File: config.mk
export PLATFORM = sky130hd
export DESIGN_NAME = axis_network_data_upsizer
export DESIGN_NICKNAME = d
export VERILOG_FILES = /design/src/rtl/axis_network_data_upsizer.sv
export SDC_FILE = /design/constraint.sdc
export NUM_CORES = 1
export LEC_CHECK = 0
export BUFFER_PORTS_ARGS = -buffer_cell sky130_fd_sc_hd__buf_2
export CORE_ASPECT_RATIO = 2
export CORE_MARGIN = 1.5
export CORE_UTILIZATION = 57
export CTS_CLUSTER_SIZE = 24
export DETAILED_ROUTE_END_ITERATION = 6
export PLACE_DENSITY = 0.81
export SETUP_SLACK_MARGIN = 0.4
export SYNTH_ARGS = -nofsm -noshare
export SYNTH_HDL_FRONTEND = slang
export SYNTH_SLANG_ARGS = --single-unit
export TNS_END_PERCENT = 30
File: constraint.sdc
create_clock -name s_axis_aclk -period 3.14 [get_ports s_axis_aclk]
set_input_delay 0.314 -clock s_axis_aclk [delete_from_list [all_inputs] [get_ports s_axis_aclk]]
set_output_delay 0.314 -clock s_axis_aclk [all_outputs]
set_load 0.1 [all_outputs]
File: src/rtl/axis_network_data_upsizer.sv
// axis_network_data_upsizer: packs a byte-wide AXI Stream into 64-bit NoC flits
// (HEADER/BODY/TAIL/HEADER_TAIL) behind a single-flit output register.
module axis_network_data_upsizer #(
    parameter int NocDataWidth = 64,
    parameter int flitTypeSize = 2,
    parameter int KeepEnable   = 0,
    parameter int TIdWidth     = 5,
    parameter int TDestWidth   = 11
) (
    input  logic                    s_axis_aclk,
    input  logic                    s_axis_arstn,
    input  logic [7:0]              s_axis_tdata,
    input  logic                    s_axis_tvalid,
    output logic                    s_axis_tready,
    input  logic                    s_axis_tlast,
    input  logic                    s_axis_tkeep,
    input  logic [TIdWidth-1:0]     s_axis_tid,
    input  logic [TDestWidth-1:0]   s_axis_tdest,
    output logic [NocDataWidth-1:0] network_flit_o,
    output logic [flitTypeSize-1:0] network_flit_type_o,
    output logic                    network_valid_o,
    input  logic                    network_ready_i
);
    localparam logic [1:0] S_IDLE = 2'd0, S_HDR = 2'd1, S_BODY = 2'd2, S_ZTAIL = 2'd3;
    localparam logic [flitTypeSize-1:0] FT_HEADER = 2'b00, FT_BODY = 2'b01, FT_TAIL = 2'b10, FT_HT = 2'b11;

    logic [1:0]                state_q, state_d;
    logic [2:0]                cnt_q, cnt_d;
    logic [NocDataWidth-1:0]   buf_q, buf_d, cur;
    logic [TIdWidth-1:0]       tid_q, tid_c;
    logic [TDestWidth-1:0]     tdest_q, tdest_c;
    logic [NocDataWidth-1:0]   flit_q, flit_d;
    logic [flitTypeSize-1:0]   type_q, type_d;
    logic                      valid_q, emit, load_ok, acc, store;
    logic [3:0]                n;
    logic [3:0]                hdr_padd;
    logic [6:0]                tail_padd;

    assign load_ok       = !valid_q | network_ready_i;
    assign s_axis_tready = (state_q != S_ZTAIL) & load_ok;
    assign acc           = s_axis_tvalid & s_axis_tready;
    assign store         = acc & ((KeepEnable == 0) | s_axis_tkeep);
    assign n             = {1'b0, cnt_q} + {3'b000, store};
    // Incoming byte merged into the held bytes at its slot; unwritten slots stay zero as padding.
    assign cur           = buf_q | (store ? {{(NocDataWidth-8){1'b0}}, s_axis_tdata} << {cnt_q, 3'b000} : '0);
    // The first beat of a packet can complete a HEADER_TAIL, so use the live tid/tdest in IDLE.
    assign tid_c         = (state_q == S_IDLE) ? s_axis_tid : tid_q;
    assign tdest_c       = (state_q == S_IDLE) ? s_axis_tdest : tdest_q;
    assign hdr_padd      = n[2] ? 4'b0000 : 4'b0001 << n[1:0];
    assign tail_padd     = 7'b0000001 << n[2:0];

    always_comb begin
        state_d = state_q;
        cnt_d   = cnt_q;
        buf_d   = buf_q;
        emit    = 1'b0;
        flit_d  = flit_q;
        type_d  = type_q;
        case (state_q)
            S_IDLE, S_HDR: if (acc) begin
                flit_d  = {tdest_c, 11'b0, tid_c, s_axis_tlast, hdr_padd, cur[31:0]};
                type_d  = s_axis_tlast ? FT_HT : FT_HEADER;
                emit    = s_axis_tlast | (n == 4'd4);
                state_d = s_axis_tlast ? S_IDLE : (n == 4'd4) ? S_BODY : S_HDR;
                cnt_d   = emit ? 3'd0 : n[2:0];
                buf_d   = emit ? '0 : cur;
            end
            S_BODY: if (acc) begin
                flit_d  = (n == 4'd8) ? cur : {1'b1, tail_padd, cur[55:0]};
                type_d  = (n == 4'd8) ? FT_BODY : FT_TAIL;
                emit    = s_axis_tlast | (n == 4'd8);
                state_d = !s_axis_tlast ? S_BODY : (n == 4'd8) ? S_ZTAIL : S_IDLE;
                cnt_d   = emit ? 3'd0 : n[2:0];
                buf_d   = emit ? '0 : cur;
            end
            default: if (load_ok) begin
                flit_d  = {1'b1, 7'b0000001, 56'b0};
                type_d  = FT_TAIL;
                emit    = 1'b1;
                state_d = S_IDLE;
            end
        endcase
    end

    always_ff @(posedge s_axis_aclk or negedge s_axis_arstn) begin
        if (!s_axis_arstn) begin
            state_q <= S_IDLE;
            cnt_q   <= '0;
            buf_q   <= '0;
            tid_q   <= '0;
            tdest_q <= '0;
            flit_q  <= '0;
            type_q  <= '0;
            valid_q <= 1'b0;
        end else begin
            state_q <= state_d;
            cnt_q   <= cnt_d;
            buf_q   <= buf_d;
            if (acc && state_q == S_IDLE) begin
                tid_q   <= s_axis_tid;
                tdest_q <= s_axis_tdest;
            end
            if (emit) begin
                flit_q <= flit_d;
                type_q <= type_d;
            end
            valid_q <= emit | (valid_q & !network_ready_i);
        end
    end

    assign network_flit_o      = flit_q;
    assign network_flit_type_o = type_q;
    assign network_valid_o     = valid_q;
endmodule

==> reports/summary.txt <==
======================================================================================================
Cells after Synth                                                                                  564
EDFF count, synth                                                                                    0
Final cell utilization of the core                                                               69.2%
Final min period                                                                               2.62 ns
Post-Syn Area per Cell                                                                       12.2 um^2
Effective utilization at floorplan                                                               58.5%
Endpoint required time on the critical path                                                    3.43 ns
Number of placement rows                                                                            56
DRC violation count after routing                                                                    0
DIE AREA                                                                                   12,800 um^2
Cell family with most CP delay                                                            simple AND/OR/NAND/NOR gates
Share of the yosys chip area belonging to registers                                              55.2%
Arrival time at the worst endpoint                                                             2.91 ns
Critical path buffer and inverter count                                                              2
Remaining max-slew budget at the tightest pin                                                    36.4%
Gr usage total                                                                                   27.3%
Number of failing hold endpoints at the final stage                                                  0
Synth warnings                                                                                       0
Static leakage power                                                                        0.00378 uW
Met1 usage in global routing                                                                     30.6%
Post-synthesis to final-layout area growth                                                       18.2%
Ratio of cells with drive above 1 in the final layout                                            35.1%
Count of filler cells inserted in the layout                                                       837
Post-route fraction of the period consumed by the critical path                                  83.4%
Count leader, synth                                                                            dfrtp_1
Cell mode on critical path                                                                        ha_4
Synth area leader                                                                              dfrtp_1
HPWL after detailed placement                                                                10,800 um
Setup total negative slack                                                                        0 ns
Path category of the worst min-delay check                                                input port to flip-flop
Delay of the slowest cell on the worst path                                                    0.47 ns
Clock transition at the register clock pins on the worst setup and hold paths after CTS        0.06 ns
Final setup violation count                                                                          0
GPL Wtd Cong                                                                                     0.932
Final antenna diode count                                                                            0
List of cells traversed by the critical path                                              nand2b_1 -> nand3_1 -> inv_1 -> ha_4 -> ha_4 -> nor2_4 -> and4_4 -> nor3_1 -> a21o_2 -> buf_16 -> mux2_1
Unrepaired setup endpoints after global routing                                                     no
Max clock buf depth                                                                                  2
Core area                                                                                  11,800 um^2
Synth top area share                                                                             55.2%
Vias in the first global route                                                                   5,232
Worst-case clock skew                                                                        0.0101 ns
Die Height                                                                                      158 um
Count of antenna-violating nets left after detailed routing                                          0
Status                                                                                       completed
Met2 capacity usage during global routing                                                        48.0%
Total CTS buffers                                                                                   17
Number of top-level design ports                                                                    98
Level count of the clock H-tree                                                                      4
Worst Hold Slack                                                                              0.140 ns
Clock tree from TritonCTS                                                                        built
Width of the die                                                                               80.7 um
Worst vdd ir                                                                                0.000554 V
Insertion delay to the later sink of the worst-skew pair                                       0.43 ns
Pre-CTS WS                                                                                    0.215 ns
Ranking of synthesized cells by area                                                      dfrtp_1 (55%), nor2_4 (6.5%), a21oi_1 (5.2%)
Final net count                                                                                    687
Largest net degree at the start of global routing                                                   93
Routed len/inst                                                                                20.3 um
Wire length of the first global-routing pass                                                 26,100 um
Endpoint kind of the worst setup timing path                                                 flip-flop
Most frequently used flop master after synthesis                                               dfrtp_1
Max-Cap Viols                                                                                        0
1st-iter DRT viols                                                                                 307
Final wirelength                                                                             16,500 um
FFs w/ async S/R, synth                                                                           100%
Layer with the highest usage after global routing                                                 met2
Routed via count                                                                                 4,867
Synthesis-stage register bit count                                                                 152
Power Density                                                                              806 nW/um^2
Remaining global-route overflow                                                                      0
Slowest cell on the critical path                                                              dfrtp_4
Max-slew violation count                                                                             0
GR met3 Demand/Resource                                                                          4.70%
Post-Synthesis Net Count                                                                           596
Num Clock Sinks                                                                                    152
First-pass iteration count of the detailed router                                                    4
Biggest fanout along the worst timing path                                                          33
Clock tree root buffer cell                                                                  clkbuf_16
Sort of element at the start of the critical path                                            flip-flop
Startpoint-to-endpoint class of the critical path                                         flip-flop to flip-flop
Via density                                                                                       5.99
Actual transition at the worst max-transition pin                                             0.952 ns
Most frequent cells after synthesis                                                       dfrtp_1 (152), a21oi_1 (72), nor2_1 (44), nor2_4 (40), o2bb2ai_1 (38)
Worst setup slack after layout                                                                0.521 ns
Number of buffers inserted by port buffering                                                        96
Synth unique cells                                                                                  49
Max Clock Freq                                                                                 382 MHz
Cell area after synthesis                                                                    6890 um^2
Antenna violations before repair                                                                     0
======================================================================================================
==> metal layers <==
metal  vias up  share of wire, %
met5         -                 0
met4         0               3.6
met3        45               4.1
met2       154                55
met1      2480                38
li1       2188                 -
==> cells in the final DEF, fill, tap and decap left out, types with 4 or more instances in the layout <==
master and instances:
o2bb2ai_1 38, nor2_1 44, a21oi_1 72, nand2_1 19, o22ai_1 4, bufinv_16 5
mux2_2 30, a31oi_1 4, a221o_1 9, nor2_4 41, nor4_4 4, nor2b_1 4
dfrtp_1 151, mux2i_1 14, buf_2 95, clkbuf_16 18, and2_1 4, nor3_1 7
mux2_1 14, nor2_2 4, buf_4 14, a21o_1 5, o21ai_0 7, nand2b_1 7
==> kinds of logic (layout without fill, tap and decap cells) <==
family,Yosys count,count (layout),synth area share [%]
AO/OA/AOI/OAI,150,150,14.4
XOR/XNOR,2,2,0.254
adder cells (fa/ha/maj),2,2,0.363
buffers and inverters,47,150,4.76
flip-flops,152,152,55.2
multiplexers,58,58,9.23
AND/OR/NAND/NOR,153,153,15.8
==> state kept, by name, summed over array words and instances, names as in the netlist <==
signal and count:
network_valid_o 1, tdest_q 11, cnt_q 3, state_q 2, buf_q 64, tid_q 5
network_flit_o 64, network_flit_type_o 2
==> report_power, final <==
group,leakage [uW],switching (uW),total (uW),internal [uW]
registers,0.00200,130,2340,2210
logic,0.00146,1570,1990,420
clock network,0.000308,791,2220,1430
==> cell type report <==
class / count / area (um^2) / area share (%)
clock inverters: 10 / 193 / 2.37
inverters: 3 / 11.3 / 0.138
multi-input cells: 365 / 2790 / 34.2
clock buffers: 21 / 450 / 5.53
flip-flops and latches: 152 / 3810 / 46.8
well taps: 145 / 181 / 2.23
repair buffers: 116 / 709 / 8.72
==> path summary, 6_finish.rpt <==
| check | slack, ns | from | end | cells past startpoint |
|---|---|---|---|---|
| setup / recovery | 0.52 | network_valid_o | network_flit_o[43] | 11 |
| setup reg to reg | 0.52 | network_valid_o | network_flit_o[43] | 11 |
| hold reg to reg | 0.48 | buf_q[16] | buf_q[16] | 2 |
| hold / removal | 0.14 | s_axis_tdest[3] | tdest_q[3] | 2 |
| max in group asynchronous | 1.77 | s_axis_arstn | network_valid_o | 3 |
| min in group asynchronous | 0.52 | s_axis_arstn | network_flit_o[22] | 2 |
==> per-stage QoR <==
step                      std cells  power (uW)  cell area [um^2]
after global routing            812        6770              8140
after floorplan                 564        3970              6910
after CTS                       809        6570              8080
final                           812        6560              8140
after global placement          776        4300              7410
after detailed placement        776        4340              7410
==> timing repair <==
action | 4_1_cts | 5_1_grt
pin swaps | 1 | 2
hold buffers | 1 | 0
gates cloned | 0 | 1
resized for setup | 1 | 5
hold endpoints to repair | 13 | 0
setup endpoints to repair | 47 | 63
buffers inserted | 1 | 2
No activity file was read; power rests on OpenSTA's default activity.
